===== config.mk =====
export PLATFORM = sky130hd
export DESIGN_NAME = codix_mem_load_ctrl
export DESIGN_NICKNAME = d
export VERILOG_FILES = /design/src/rtl/codix_mem_load_ctrl.sv
export SDC_FILE = /design/constraint.sdc
export NUM_CORES = 1
export LEC_CHECK = 0
export CAP_MARGIN = 20
export CORE_UTILIZATION = 33
export DETAILED_ROUTE_END_ITERATION = 8
export HOLD_SLACK_MARGIN = 0.06
export PLACE_DENSITY = 0.79
export SYNTH_ARGS = -nofsm -noshare
export SYNTH_HDL_FRONTEND = slang
export SYNTH_SLANG_ARGS = --single-unit

===== constraint.sdc =====
create_clock -name CLK -period 1.6 [get_ports CLK]
set_input_delay 0.24 -clock CLK [delete_from_list [all_inputs] [get_ports CLK]]
set_output_delay 0.24 -clock CLK [all_outputs]
set_load 0.05 [all_outputs]

===== src/rtl/codix_mem_load_ctrl.sv =====
// Memory-port sequencer for one Codix verification run: image preload, core release,
// core run with a shared memory port, then a streaming post-run memory dump.
module codix_mem_load_ctrl #(
    parameter int unsigned AW         = 16,
    parameter int unsigned DW         = 32,
    parameter int unsigned RESET_HOLD = 4,
    parameter int unsigned DUMP_BASE  = 0,
    parameter int unsigned DUMP_WORDS = 256,
    parameter int unsigned CW         = 16
) (
    input  logic          CLK,
    input  logic          RST,
    input  logic          ld_start,
    input  logic          ld_valid,
    output logic          ld_ready,
    input  logic [AW-1:0] ld_addr,
    input  logic [DW-1:0] ld_data,
    input  logic          ld_last,
    input  logic          dump_start,
    input  logic          core_req,
    input  logic          core_we,
    input  logic [AW-1:0] core_addr,
    input  logic [DW-1:0] core_wdata,
    output logic          core_gnt,
    output logic [DW-1:0] core_rdata,
    output logic          core_rst_n,
    output logic          mem_ce,
    output logic          mem_we,
    output logic [AW-1:0] mem_addr,
    output logic [DW-1:0] mem_wdata,
    input  logic [DW-1:0] mem_rdata,
    output logic          dump_valid,
    output logic [AW-1:0] dump_addr,
    output logic [DW-1:0] dump_data,
    output logic [CW-1:0] load_cnt,
    output logic          busy,
    output logic          done
);

    localparam int unsigned HOLD_W = (RESET_HOLD > 0) ? $clog2(RESET_HOLD + 1) : 1;
    localparam int unsigned DCNT_W = $clog2(DUMP_WORDS + 1);

    typedef enum logic [2:0] {
        StIdle,
        StLoad,
        StRelease,
        StRun,
        StDump,
        StDone
    } state_e;

    state_e              state_q, state_d;
    logic [HOLD_W-1:0]   hold_q, hold_d;
    logic [DCNT_W-1:0]   rd_cnt_q, rd_cnt_d;
    logic [AW-1:0]       rd_addr_q, rd_addr_d;
    logic [CW-1:0]       load_cnt_q, load_cnt_d;
    logic                core_rst_n_q, core_rst_n_d;
    logic                dump_valid_q, dump_valid_d;
    logic [AW-1:0]       dump_addr_q, dump_addr_d;

    always_ff @(posedge CLK or negedge RST) begin
        if (!RST) begin
            state_q      <= StIdle;
            hold_q       <= '0;
            rd_cnt_q     <= '0;
            rd_addr_q    <= '0;
            load_cnt_q   <= '0;
            core_rst_n_q <= 1'b0;
            dump_valid_q <= 1'b0;
            dump_addr_q  <= '0;
        end else begin
            state_q      <= state_d;
            hold_q       <= hold_d;
            rd_cnt_q     <= rd_cnt_d;
            rd_addr_q    <= rd_addr_d;
            load_cnt_q   <= load_cnt_d;
            core_rst_n_q <= core_rst_n_d;
            dump_valid_q <= dump_valid_d;
            dump_addr_q  <= dump_addr_d;
        end
    end

    always_comb begin
        state_d      = state_q;
        hold_d       = hold_q;
        rd_cnt_d     = rd_cnt_q;
        rd_addr_d    = rd_addr_q;
        load_cnt_d   = load_cnt_q;
        core_rst_n_d = core_rst_n_q;
        dump_valid_d = 1'b0;
        dump_addr_d  = dump_addr_q;
        ld_ready     = 1'b0;
        core_gnt     = 1'b0;
        mem_ce       = 1'b0;
        mem_we       = 1'b0;
        mem_addr     = '0;
        mem_wdata    = '0;

        unique case (state_q)
            StIdle, StDone: begin
                core_rst_n_d = 1'b0;
                if (ld_start) begin
                    state_d    = StLoad;
                    load_cnt_d = '0;
                end
            end
            StLoad: begin
                ld_ready = 1'b1;
                if (ld_valid) begin
                    mem_ce    = 1'b1;
                    mem_we    = 1'b1;
                    mem_addr  = ld_addr;
                    mem_wdata = ld_data;
                    if (load_cnt_q != '1) begin
                        load_cnt_d = load_cnt_q + CW'(1);
                    end
                    if (ld_last) begin
                        state_d = StRelease;
                        hold_d  = HOLD_W'(RESET_HOLD);
                    end
                end
            end
            StRelease: begin
                if (hold_q == '0) begin
                    state_d      = StRun;
                    core_rst_n_d = 1'b1;
                end else begin
                    hold_d = hold_q - HOLD_W'(1);
                end
            end
            StRun: begin
                // dump_start pre-empts any core access in the same cycle
                if (dump_start) begin
                    state_d      = StDump;
                    core_rst_n_d = 1'b0;
                    rd_cnt_d     = '0;
                    rd_addr_d    = AW'(DUMP_BASE);
                end else begin
                    core_gnt  = core_req;
                    mem_ce    = core_req;
                    mem_we    = core_req & core_we;
                    mem_addr  = core_addr;
                    mem_wdata = core_wdata;
                end
            end
            StDump: begin
                if (rd_cnt_q < DCNT_W'(DUMP_WORDS)) begin
                    mem_ce       = 1'b1;
                    mem_addr     = rd_addr_q;
                    rd_addr_d    = rd_addr_q + AW'(1);
                    rd_cnt_d     = rd_cnt_q + DCNT_W'(1);
                    dump_valid_d = 1'b1;
                    dump_addr_d  = rd_addr_q;
                end else begin
                    // all reads issued; this cycle carries the last read's data
                    state_d = StDone;
                end
            end
            default: state_d = StIdle;
        endcase
    end

    assign core_rdata = mem_rdata;
    assign core_rst_n = core_rst_n_q;
    assign dump_valid = dump_valid_q;
    assign dump_addr  = dump_addr_q;
    assign dump_data  = mem_rdata;
    assign load_cnt   = load_cnt_q;
    assign busy       = (state_q != StIdle) && (state_q != StDone);
    assign done       = (state_q == StDone);

endmodule


==> impl_metrics.toml, run 1 <==
[final_layout]
stdcell_count = 910
areaGrowthSynthToFinish_pct = 110.9
final_cell_mix = "clkdlybuf4s50_1, buf_4, buf_12"
n_antenna_cell = 0
layout.cells.most_common = "clkdlybuf4s50_1"
layout-drive-gt1-share = 0.5583
nets = 874

[power_and_ir_drop]
peakVddDrop_mv = 0.9011
clockPowerShare = 0.133
leakage_uw = 0.004100
netSwitchingFraction = 0.4403
p_switching_uw = 6821
power_frac_seq = 0.162
combPwrFrac = 0.705
internal_power_uw = 8671
powerDensity_mw_per_mm2 = 1686
design_power_total_uw = 15490

[die]
coreArea_mm2 = 0.01272
pin_count = 288
die_x_um = 116.9
die_area_mm2 = 0.01366
start_util = 0.3423
row_count = 41
die_h_um = 116.9

[timing]
skew_ns = 0.009894
setup_violations = 96
layout_setup_ws_ns = -0.5640
worst_pin_slew_ns = 0.6998
rsz0062_at_grt = "true"
fin_crit_sh = 1.353
finalCriticalPeriod_ns = 2.164
maxSlewHeadroom = 0.5292
max_freq_mhz = 462.1
timing.final.hold_violations = 0
slew_viol_final = 0

[critical_path]
path_cells = "buf_6 -> buf_4 -> buf_6 -> buf_6 -> and4b_2 -> o211ai_1 -> buf_4 -> o211ai_1 -> o31ai_1"
slowest_delay_ns = 0.43
path_class = "flop to flop"
reg2reg_depth = 9
crit_arrival_ns = 2.37
cp_slowest_cell = "o211ai_1"
critPathBufInv = 5
cp_max_fo = 5
timing.rr.end = "rd_addr_q[12]"
crit_family = "buffers and inverters"
r2r_start = "state_q[1]"
cp_common_cell = "buf_6"
cp-start-kind = "flop"
cp.required_ns = 1.81
cp-end-kind = "flop"
r2r_slack_ns = -0.56

[global_routing]
antenna_found_initial = 0
grt_pass1_vias = 4920
grt-busiest-layer = "met2"
grt.total_usage = 0.2525
grt_overflow = 0
grtUsageMet3 = 0.04377
grt.met2_usage = 0.4868
gr-usage-met1 = 0.2834
grt_max_degree = 66
grt_first_pass_wirelength_mm = 26.28

[clock_network]
cts.sinks = 65
cts_made_buffers = 9
h-tree-depth = 3
clk_latency_ns = 0.33
clk_path_buf_depth = 2
path_clk_slew_ns = 0.06
cts_tree = "yes"
root_buffer = "clkbuf_16"

[routing]
drc = 0
wl_mm = 19.44
via_per_inst = 5.497
drt-wirelength-per-cell_um = 21.36
drt-initial-drc-count = 356
postRouteAntennaNets = 0
drt_first_pass_iters = 6
num_vias = 5002

[yosys]
synth_cells = 504
synth_top_cell_by_area = "dfrtp_1"
synth_area_leaders = "dfrtp_1, buf_4, nand2_1"
syn-num-nets = 645
avgSynthCellArea_um2 = 8.642
syn_area_mm2 = 0.004355
yosys.area.top_type_share = 0.3735
synth_edf_count = 0
yosys_register_bits = 65
synthArstFlopShare = 1.000
synth.distinct_cells = 58
ys.flop_type = "dfrtp_1"
yosysSeqAreaShare = 0.3735
synth_warnings = 0

[place]
dp_hpwl_mm = 12.12
dp_cells = 836
io_buffers = 191
gp_congestion = 0.8712

[run]
maxCapViolations = 0

[worst_hold_path]
hold_class = "input pin to asynchronous set/reset pin"

[outcome]
outcome = "finished, violations left"
violations = "negative setup slack"
## metrics by stage
step / setup TNS [ns] / cell area [um2] / hold slack, ns / setup slack, ns / utilization
final: -35.50 / 9186 / 0.4777 / -0.5640 / 0.7221
after global routing: -41.25 / 9186 / 0.4801 / -0.6374 / 0.7221
after CTS: -25.87 / 8421 / 0.4746 / -0.4788 / 0.6619
after detailed placement: -26.69 / 7512 / 0.2830 / -0.4119 / 0.5905
after global placement: -24.48 / 7512 / 0.2786 / -0.3788 / 0.5905
after floorplan: -2.896 / 5041 / -0.05559 / -0.2094 / -
## per-layer routing
layer | share of wire | vias up | wire (um)
met5 | 0 | - | 0
met4 | 0.027 | 0 | 525
met3 | 0.070 | 63 | 1351
met2 | 0.54 | 268 | 10490
met1 | 0.36 | 2479 | 7066
li1 | - | 2192 | -
## sequential cells by signal, indices dropped and copies added (netlist names)
register and count:
dump_addr 16, load_cnt 16, rd_addr_q 16, rd_cnt_q 9, hold_q 3, state_q 3
core_rst_n 1, dump_valid 1
## worst register-to-register path, delay by kind of cell (launching register included)
kind | cells | cell delay, ns
compound gates | 3 | 0.64
buf+inv | 5 | 0.72
flops | 1 | 0.39
simple gates | 1 | 0.29
## power groups by stage
| stage | logic, uW | clock network (uW) | registers, uW |
|---|---|---|---|
| finish | 10900 | 2060 | 2520 |
| global route | 11300 | 2150 | 2550 |
| CTS | 9780 | 2040 | 2430 |
| detailed placement | 8710 | 0 | 2430 |
| global placement | 8520 | 0 | 2400 |
| floorplan | 4850 | 0 | 2880 |
## layout make-up
type,instances,area (um2)
multi-input combinational,331,3127
tap,172,215.2
clock inverter,6,66.31
clock buffer,10,239.0
fill,809,3536
timing repair buffer,313,3829
sequential,65,1645
inverter,13,65.06
## timing repair
action,CTS,global route
hold buffers,1,0
resized for setup,79,119
pin swaps,21,55
gates cloned,6,2
hold endpoints to repair,65,0
setup buffers,18,37
setup endpoints to repair,85,98
## cell families (layout without fill, tap and decap cells)
logic type                 after synthesis  in the layout  share of synthesized area
muxes                                    5              5                    0.01264
and+or+nand+nor                        195            195                     0.2203
AOI/OAI and AO/OA                      113            113                     0.1954
DFF                                     65             65                     0.3735
xor gates and xnor gates                13             13                    0.02614
adders and majority gates                5              5                    0.01436
buffers and inverters                  108            342                     0.1577
## worst max path at each step
stage | start | end | slack (ns) | cells after the start
floorplan | load_cnt[9] | load_cnt[0] | -0.21 | 4
global placement | ld_valid | mem_wdata[12] | -0.38 | 6
detailed placement | ld_valid | mem_wdata[12] | -0.41 | 6
CTS | state_q[1] | mem_addr[15] | -0.48 | 7
global route | state_q[1] | rd_addr_q[12] | -0.64 | 9
finish | state_q[1] | rd_addr_q[12] | -0.56 | 9
## Yosys cell counts (4+ instances only)
master / n
nand2_1: 89
buf_4: 65
dfrtp_1: 65
a22o_1: 32
nand3_1: 26
nor2_1: 21
o21ai_0: 20
a22oi_1: 19
clkbuf_1: 14
buf_2: 13
nand4_1: 13
xor2_1: 13
inv_1: 11
a31oi_1: 9
or3_1: 8
a21oi_1: 7
and2_1: 6
and4_1: 5
ha_1: 5
and3_1: 4
mux2i_1: 4
nand2b_1: 4
nor3_1: 4
o211ai_1: 4
(Power assumes the default switching activity.)
==> run 2: changes to the inputs <==
Settings changed: CORE_ASPECT_RATIO from default to 1.2, PLACE_DENSITY 0.79 to default, PLACE_DENSITY_LB_ADDON from default to 0.15.
==> impl_metrics.toml, run 2 (synthesized netlist as in run 1, its figures left out) <==
[die]
die_x_um = 106.9
die_h_um = 127.9
coreArea_mm2 = 0.01278
row_count = 45
die_area_mm2 = 0.01366
pin_count = 288
start_util = 0.3408

[critical_path]
slowest_delay_ns = 0.40
cp-end-kind = "output port"
cp-start-kind = "flop"
crit_arrival_ns = 1.85
cp_max_fo = 8
timing.rr.end = "rd_addr_q[14]"
cp.required_ns = 1.36
path_class = "flop to output port"
r2r_slack_ns = -0.36
cp_slowest_cell = "dfrtp_1"
path_cells = "buf_6 -> nor4bb_4 -> buf_4 -> buf_12 -> a22oi_2 -> nand2_4 -> buf_12"
cp_common_cell = "buf_12"
r2r_start = "state_q[1]"
reg2reg_depth = 8

[timing]
layout_setup_ws_ns = -0.4864
skew_ns = 0.009516
worst_pin_slew_ns = 0.4604
finalCriticalPeriod_ns = 2.086
slew_viol_final = 0
fin_crit_sh = 1.304
timing.final.hold_violations = 0
setup_violations = 88
max_freq_mhz = 479.3
rsz0062_at_grt = "true"
maxSlewHeadroom = 0.6902

[place]
gp_congestion = 0.9049
dp_hpwl_mm = 11.67
place_area_mm2 = 0.007545
dp_cells = 837
io_buffers = 191

[power_and_ir_drop]
internal_power_uw = 8314
p_switching_uw = 6197
peakVddDrop_mv = 1.010
netSwitchingFraction = 0.4271
clockPowerShare = 0.148
leakage_uw = 0.003913
powerDensity_mw_per_mm2 = 1692
combPwrFrac = 0.685
power_frac_seq = 0.167

[routing]
via_per_inst = 5.189
drt-wirelength-per-cell_um = 18.04
num_vias = 4566
drt_first_pass_iters = 5
drt-initial-drc-count = 177
drc = 0
postRouteAntennaNets = 0
wl_mm = 15.87

[run]
maxCapViolations = 0

[final_layout]
areaGrowthSynthToFinish_pct = 96.90
nets = 853
fin_area_mm2 = 0.008576
stdcell_count = 880
multi_input_area_mm2 = 0.002902
regArea_mm2 = 0.001645
layout.cells.most_common = "clkdlybuf4s50_1"
final_cell_mix = "clkdlybuf4s50_1, buf_4, buf_12"
layout-drive-gt1-share = 0.4930
n_antenna_cell = 0
fillers = 956

[clock_network]
clk_path_buf_depth = 2
cts_made_buffers = 9
cts_tree = "yes"
h-tree-depth = 3
cts.sinks = 65
root_buffer = "clkbuf_16"
clk_latency_ns = 0.33
path_clk_slew_ns = 0.06

[global_routing]
grt_overflow = 0
grt_max_degree = 66
antenna_found_initial = 0
grt_pass1_vias = 4684
grt.total_usage = 0.2321
grt_first_pass_wirelength_mm = 24.77

[outcome]
outcome = "finished, violations left"
violations = "negative setup slack"

[worst_hold_path]
hold_class = "input pin to asynchronous set/reset pin"
-- run 2: cell type report --
class	count	area share
timing repair buffer	292	0.4008
multi-input combinational	331	0.3383
sequential	65	0.1919
clock buffer	12	0.02991
tap	164	0.02393
clock inverter	3	0.007587
inverter	13	0.007587
-- run 2: repair_timing --
item | in CTS | in global routing
setup buffers | 22 | 7
hold endpoints to repair | 65 | 0
pin swaps | 25 | 23
hold buffers | 1 | 0
gates resized for setup | 96 | 38
endpoints found under the setup margin | 89 | 96
cloned | 2 | 0
-- run 2: how the worst max path moves through the flow --
stage                      from            end  slack [ns]  cells past startpoint
floorplan           load_cnt[9]    load_cnt[0]       -0.21                      4
global placement       ld_valid    mem_addr[9]       -0.36                      6
detailed placement     ld_valid  mem_wdata[16]       -0.38                      6
CTS                  state_q[0]    mem_addr[2]       -0.46                      7
global route         state_q[2]   mem_addr[14]       -0.57                      7
finish               state_q[2]   mem_addr[14]       -0.49                      7
-- run 2: power groups by stage --
stage | logic (uW) | registers (uW) | clock network, uW
floorplan | 4850 | 2880 | 0
finish | 9940 | 2430 | 2150
CTS | 9680 | 2410 | 2180
detailed placement | 8690 | 2410 | 0
global route | 10400 | 2480 | 2250
global placement | 8570 | 2400 | 0
-- run 2: stage by stage --
step / setup WS (ns) / utilization / setup TNS [ns] / hold slack, ns / total power [uW]
2_1_floorplan: -0.2094 / - / -2.896 / -0.05559 / 7729
3_3_place_gp: -0.3615 / 0.5903 / -24.65 / 0.2883 / 10970
3_5_place_dp: -0.3828 / 0.5903 / -26.22 / 0.2902 / 11100
4_1_cts: -0.4610 / 0.6578 / -28.26 / 0.4730 / 14270
5_1_grt: -0.5696 / 0.6710 / -34.90 / 0.4801 / 15140
6_report: -0.4864 / 0.6710 / -27.42 / 0.4560 / 14510
-- run 2: critical path, delay by kind of cell, from the launching register on --
| kind | cells | cell delay, ns |
|---|---|---|
| buf+inv | 4 | 0.62 |
| flops | 1 | 0.40 |
| simple gates | 2 | 0.40 |
| compound gates | 1 | 0.11 |
-- run 2: per-layer routing --
metal,GRT usage,vias to the layer above,share of wire
met1,0.2801,2254,0.40
met4,0.06688,0,0.016
met3,0.04626,19,0.045
li1,-,2158,-
met5,0,-,0
met2,0.4152,135,0.54
